$ cat src/rtl/mix_columns_stream.sv
`default_nettype none
// ============================================================================
// Module   : mix_columns_stream
// Brief    : Pipelined AES/Rijndael MixColumns / InvMixColumns over NB columns
//            with valid/ready handshake. MIX_COLUMNS_BYPASS_EN adds bypass_in.
// Revision : 1.0
// ============================================================================
module mix_columns_stream #(
    parameter int NB          = 4,
    parameter int PIPE_STAGES = 1,
    parameter int MODE_PIPE   = 1
) (
    input  logic             clk,
    input  logic             reset,
    input  logic             valid_in,
    output logic             ready_in,
    input  logic             decrypt_in,
`ifdef MIX_COLUMNS_BYPASS_EN
    input  logic             bypass_in,
`endif
    input  logic [32*NB-1:0] data_in,
    output logic             valid_out,
    input  logic             ready_out,
    output logic [32*NB-1:0] data_out
);
    localparam int c_dw = 32 * NB;

    function automatic logic [7:0] f_xt(input logic [7:0] b);
        return {b[6:0], 1'b0} ^ (b[7] ? 8'h1b : 8'h00);
    endfunction

    function automatic logic [c_dw-1:0] f_xt_word(input logic [c_dw-1:0] v);
        logic [c_dw-1:0] r;
        r = '0;
        for (int k = 0; k < 4 * NB; k++) r[8*k +: 8] = f_xt(v[8*k +: 8]);
        return r;
    endfunction

    // k is the coefficient index (column offset of the source byte vs. the row)
    function automatic logic [7:0] f_term(input logic [7:0] a, input logic [7:0] x2,
                                          input logic [7:0] x4, input logic [7:0] x8,
                                          input logic dec, input int k);
        logic [7:0] t;
        if (dec) begin
            case (k)
                0:       t = x8 ^ x4 ^ x2;
                1:       t = x8 ^ x2 ^ a;
                2:       t = x8 ^ x4 ^ a;
                default: t = x8 ^ a;
            endcase
        end else begin
            case (k)
                0:       t = x2;
                1:       t = x2 ^ a;
                default: t = a;
            endcase
        end
        return t;
    endfunction

    function automatic logic [c_dw-1:0] f_mix_word(input logic [c_dw-1:0] a, input logic [c_dw-1:0] x2,
                                                   input logic [c_dw-1:0] x4, input logic [c_dw-1:0] x8,
                                                   input logic dec);
        logic [c_dw-1:0] r;
        logic [7:0]      acc;
        int              p;
        r = '0;
        for (int c = 0; c < NB; c++) begin
            for (int i = 0; i < 4; i++) begin
                acc = 8'h00;
                for (int j = 0; j < 4; j++) begin
                    p = c_dw - 8 - 32*c - 8*j;
                    acc ^= f_term(a[p +: 8], x2[p +: 8], x4[p +: 8], x8[p +: 8], dec, (j - i + 4) % 4);
                end
                r[c_dw - 8 - 32*c - 8*i +: 8] = acc;
            end
        end
        return r;
    endfunction

    logic [c_dw-1:0] w_x2, w_x4, w_x8;
    logic            w_bypass;

    assign w_x2 = f_xt_word(data_in);
    assign w_x4 = f_xt_word(w_x2);
    assign w_x8 = f_xt_word(w_x4);
`ifdef MIX_COLUMNS_BYPASS_EN
    assign w_bypass = bypass_in;
`else
    assign w_bypass = 1'b0;
`endif

    if (PIPE_STAGES == 1) begin : g_one_stage
        logic            r_valid;
        logic [c_dw-1:0] r_data;
        logic            w_load;
        logic            w_unused_cfg;

        // Single stage: the port mode is already the final-stage mode.
        assign w_unused_cfg = (MODE_PIPE != 0);
        assign w_load       = !r_valid || ready_out;

        always_ff @(posedge clk or posedge reset) begin
            if (reset) begin
                r_valid <= 1'b0;
                r_data  <= '0;
            end else if (w_load) begin
                r_valid <= valid_in;
                if (valid_in)
                    r_data <= w_bypass ? data_in : f_mix_word(data_in, w_x2, w_x4, w_x8, decrypt_in);
            end
        end

        assign ready_in  = w_load;
        assign valid_out = r_valid;
        assign data_out  = r_data;
    end else begin : g_two_stage
        logic            r_v1, r_v2, r_m1, r_b1;
        logic [c_dw-1:0] r_a, r_x2, r_x4, r_x8, r_d2;
        logic            w_load1, w_load2, w_mode2;

        assign w_load2 = !r_v2 || ready_out;
        assign w_load1 = !r_v1 || w_load2;
        assign w_mode2 = (MODE_PIPE != 0) ? r_m1 : decrypt_in;

        always_ff @(posedge clk or posedge reset) begin
            if (reset) begin
                r_v1 <= 1'b0;
                r_m1 <= 1'b0;
                r_b1 <= 1'b0;
                r_a  <= '0;
                r_x2 <= '0;
                r_x4 <= '0;
                r_x8 <= '0;
                r_v2 <= 1'b0;
                r_d2 <= '0;
            end else begin
                if (w_load1) begin
                    r_v1 <= valid_in;
                    if (valid_in) begin
                        r_m1 <= decrypt_in;
                        r_b1 <= w_bypass;
                        r_a  <= data_in;
                        r_x2 <= w_x2;
                        r_x4 <= w_x4;
                        r_x8 <= w_x8;
                    end
                end
                if (w_load2) begin
                    r_v2 <= r_v1;
                    if (r_v1)
                        r_d2 <= r_b1 ? r_a : f_mix_word(r_a, r_x2, r_x4, r_x8, w_mode2);
                end
            end
        end

        assign ready_in  = w_load1;
        assign valid_out = r_v2;
        assign data_out  = r_d2;
    end
endmodule
`default_nettype wire

$ cat config.mk
export PLATFORM = sky130hd
export DESIGN_NAME = mix_columns_stream
export DESIGN_NICKNAME = d
export VERILOG_FILES = /design/src/rtl/mix_columns_stream.sv
export SDC_FILE = /design/constraint.sdc
export NUM_CORES = 1
export LEC_CHECK = 0
export ABC_AREA = 1
export CAP_MARGIN = 5
export CELL_PAD_IN_SITES_DETAIL_PLACEMENT = 0
export CELL_PAD_IN_SITES_GLOBAL_PLACEMENT = 1
export CORE_MARGIN = 2
export CORE_UTILIZATION = 36
export CTS_BUF_LIST = sky130_fd_sc_hd__clkbuf_8
export DETAILED_ROUTE_END_ITERATION = 10
export GPL_TIMING_DRIVEN = 1
export HOLD_SLACK_MARGIN = 0.12
export PLACE_DENSITY = 0.79
export SETUP_SLACK_MARGIN = 0.2
export SLEW_MARGIN = 10
export SYNTH_ARGS = -nofsm -noshare
export SYNTH_HDL_FRONTEND = slang
export SYNTH_SLANG_ARGS = --single-unit
$ cat constraint.sdc
create_clock -name clk -period 4.4 [get_ports clk]
set_input_delay 0.88 -clock clk [delete_from_list [all_inputs] [get_ports clk]]
set_output_delay 0.88 -clock clk [all_outputs]
set_load 0.02 [all_outputs]
; Word-level counts from Yosys, hierarchy flattened
; Cells that the tools add are included.
[totals]
ff_bits = 129
latch_bits = 0
mem_bits_rw = 0
rom_bits = 0
inputBits = 133
out_inout_bits = 130
wordCells = 453
n_memories = 0
[op_classes]
n_addsub = 0
multipliers = 0
div = 0
order_cmp = 0
eq_ne = 0
shift = 0
muxes = 240
bitwise_logic = 208
n_reduce_logical = 3
[ops]
columns = cell, count
row1 = 2-to-1 mux 8 bit, 192
row2 = bitwise XOR 8 bit, 160
row3 = bitwise XOR 8 x 5 -> 8 bit, 48
row4 = 2-to-1 mux 5 bit, 48
row5 = AND reduction 2 bit, 1
row6 = logical NOT 1 bit, 1
row7 = logical OR 1 bit, 1

; Longest topological paths before layout
[logic_depth]
word_depth = 14
mapped_depth = 17
depth_no_buf = 16

; Worst setup path before layout
; OpenSTA, ideal clock, no wires.
[synth_path]
path_type = input -> register
start = input ready_out
end = register g_one_stage.r_data[10], in the netlist data_out[10]
setup_time_ps = 66
arrival_time_ps = 2127
required_ps = 4334
setup_slack_ps = 2207
stages = 9
n_path_buf = 3
cell_sequence = inv_1 nand2_1 nand2_1 buf_2 inv_1 clkbuf_1 clkbuf_1 nand3_1 nand2_1
[synth_via]
elab_chain_cells = 2
[synth_rtl]
columns = item, line_no
row1 = start: declaration, 23  ; input logic ready_out,
row2 = logical OR 1 bit, 101  ; assign w_load = !r_valid || ready_out;
row3 = net ready_in, 16  ; output logic ready_in,
row4 = AND reduction 2 bit (no line), n/a
row5 = end signal: assignment, 110  ; r_data <= w_bypass ? data_in : f_mix_word(data_in, w_x2, w_x4, w_x8, decrypt_in);
row6 = end: declaration, 95  ; logic [c_dw-1:0] r_data;
; The timed path passes the listed nets, and every way through them passes these cells.
; A chain may end at the register's enable or synchronous reset.

; Final worst setup path
[layout_path]
start = input ready_out
end = output ready_in
[layout_via]
elab_chain_cells = 1
[layout_rtl]
columns = item, line_no
row1 = logical OR 1 bit, 101
row2 = end: declaration, 16
; Every way passes these cells.

==> results.sh <==
export IMPL_outcome="completed"
export IMPL_p_leak_nw=13.0
export IMPL_initial_core_util_pct=36.2
export IMPL_final_cells=4490
export IMPL_via_per_inst=4.87
export IMPL_grt_max_degree=156
export IMPL_vias=21900
export IMPL_final_setup_skew_ns=0.0173
export IMPL_worst_slew_pin_slew_ns=0.839
export IMPL_ys_flop_type="dfrtp_1"
export IMPL_htreeDepth=4
export IMPL_drt_total_wl_um=74200
export IMPL_yosysSeqAreaShare_pct=15.5
export IMPL_routed_wl_met3_um=4470
export IMPL_wl_per_cell_um=16.5
export IMPL_vdd_drop_max_uv=224
export IMPL_path_clk_slew_ns=0.08
export IMPL_drcViolationCount=0
export IMPL_grt_pass1_wl_um=115000
export IMPL_tns_ns=0
export IMPL_finalHoldViolCount=0
export IMPL_grt_pass1_vias=20000
export IMPL_dr_pass1_iters=9
export IMPL_cap_violations=0
export IMPL_placementRows=88
export IMPL_rsz0062_at_grt="false"
export IMPL_synth_edf_count=0
export IMPL_nFillCells=6213
export IMPL_avgSynthCellArea_um2=5.84
export IMPL_overflow=0
export IMPL_drv_slew=0
export IMPL_ctsResizeCount=0
export IMPL_path_max_fanout=3
export IMPL_highest_layer="met5"
export IMPL_setup_violations_final=0
export IMPL_hpwlAfterDp_um=58000
export IMPL_clkSinkCount=129
export IMPL_worstSetupEndpointType="output port"
export IMPL_hold_path_class="reg2reg"
export IMPL_cts_tree="built"
export IMPL_cts_root_buf="clkbuf_8"
export IMPL_rr_worst_depth=6
export IMPL_postSynthCellCount=3558
export IMPL_synth_cell_area_um2=20800
export IMPL_synth_distinct_cells=45
export IMPL_dieArea_um2=59600
export IMPL_placed_cells=4458
export IMPL_start_kind="input pin"
export IMPL_place_gp_congestion=0.962
export IMPL_post_cts_setup_buffers=0
export IMPL_clock_path_buffers=2
export IMPL_mostFrequentLayoutCells="nand2_1, nand3_1, xor2_1"
export IMPL_syn_num_nets=3691
export IMPL_die_w_um=244
export IMPL_min_from="data_out[21]"
export IMPL_rrSetupSlack_ns=2.40
export IMPL_drive_above_1_share_pct=4.97
export IMPL_die_y_um=244
export IMPL_holdPathStages=2
export IMPL_core_area_um2=57400
export IMPL_io_pins=263
export IMPL_port_buffers=262
export IMPL_met1_length_um=35800
export IMPL_holdPathEnd="data_out[21]"
export IMPL_fmax_mhz=311
export IMPL_critPathKind="in2out"
export IMPL_crit_required_ns=3.52
export IMPL_period_minus_slack_ns=3.22
export IMPL_postCtsHoldBufs=0
export IMPL_clock_latency_ns=0.57
export IMPL_cts_made_buffers=17
export IMPL_slew_headroom_pct=44.1
export IMPL_fin_crit_sh_pct=73.1
export IMPL_route_met2_wl_um=32600
export IMPL_regToRegEndpoint="data_out[94]"
export IMPL_grt_antenna_before_repair=2
export IMPL_r2r_start="valid_out"
export IMPL_drt_initial_drc_count=1540
export IMPL_power_density_nw_per_um2=318
export IMPL_track_usage_pct=24.7
export IMPL_yosys_warnings=0
export IMPL_synth_seq_cells=129
export IMPL_layout_commonest_cell="nand2_1"
export IMPL_ant_nets=0
export IMPL_syn_to_final_growth_pct=15.5
export IMPL_nNetsFinal=3845
export IMPL_cp_arrival_ns=2.34
export IMPL_async_flop_share_pct=100
how the worst max path moves through the flow:
stage	from	end	slack, ns	cells after the start
final	ready_out	ready_in	1.18	4
after detailed placement	data_in[119]	data_out[101]	1.03	16
after global placement	data_in[119]	data_out[101]	1.06	16
after floorplan	reset	data_out[0]	1.92	1
after global routing	ready_out	ready_in	1.05	4
after CTS	ready_out	ready_in	1.11	4
registers in the layout (all words and copies together) (netlist names):
signal and flops:
data_out 128, valid_out 1
critical path, cell delays in order:
cell and delay, ns:
clkdlybuf4s50_1 0.45, inv_1 0.03, nand2_1 0.18, clkdlybuf4s50_1 0.78
cell type report:
type / instances / area (um2) / area share, %
Timing Repair Buffer: 286 / 2870 / 12.0
Multi-Input combinational cell: 2908 / 15100 / 63.0
Clock buffer: 18 / 248 / 1.03
Inverter: 370 / 1430 / 5.94
Clock inverter: 13 / 139 / 0.579
Antenna cell: 1 / 2.50 / 0.0104
Sequential cell: 129 / 3230 / 13.5
Tap cell: 765 / 957 / 3.99
per-stage QoR:
stage | hold slack (ns) | total power, mW | instance area [um2] | worst slack (ns) | utilization [%]
after detailed placement | 0.465 | 6.49 | 23600 | 1.03 | 41.2
final | 0.482 | 7.62 | 24000 | 1.18 | 41.8
after floorplan | 0.591 | 4.82 | 20800 | 1.92 | -
after CTS | 0.488 | 7.70 | 24000 | 1.11 | 41.8
after global routing | 0.500 | 8.25 | 24000 | 1.05 | 41.8
after global placement | 0.462 | 6.48 | 23600 | 1.06 | 41.2
power breakdown:
group / internal [mW] / switching [mW]
registers: 1.55 / 0.229
logic: 1.85 / 2.85
clock network: 0.514 / 0.633
total: 3.91 / 3.71
routing by layer:
| layer | vias up | track usage [%] |
|---|---|---|
| met5 | - | 0 |
| met3 | 86 | 3.96 |
| li1 | 11300 | - |
| met2 | 618 | 39.2 |
| met1 | 9867 | 34.8 |
| met4 | 2 | 6.13 |
cells by family after synthesis:
group	after synthesis	share of synthesized area, %
AO/OA/AOI/OAI	159	4.40
XOR/XNOR	542	23.5
buffers and inverters	521	11.7
AND/OR/NAND/NOR	2207	44.8
flip-flops	129	15.5
synthesized netlist by cell type (all sizes together) (3+ instances only):
cell type / instances / area, um2
nand3: 430 / 2240
o21a: 3 / 22.5
a22oi: 4 / 30.0
clkbuf: 31 / 123
nand4: 47 / 294
or2: 19 / 119
o21bai: 4 / 33.8
nor2: 62 / 260
inv: 369 / 1420
xnor2: 149 / 1320
xor2: 386 / 3410
nand2: 1619 / 6180
o21ai: 99 / 544
nand2b: 3 / 18.8
buf: 120 / 885
a21oi: 44 / 246
dfrtp: 129 / 3230
xor3: 3 / 71.3
nand3b: 25 / 188
xnor3: 4 / 90.1
(Power assumes the default switching activity.)
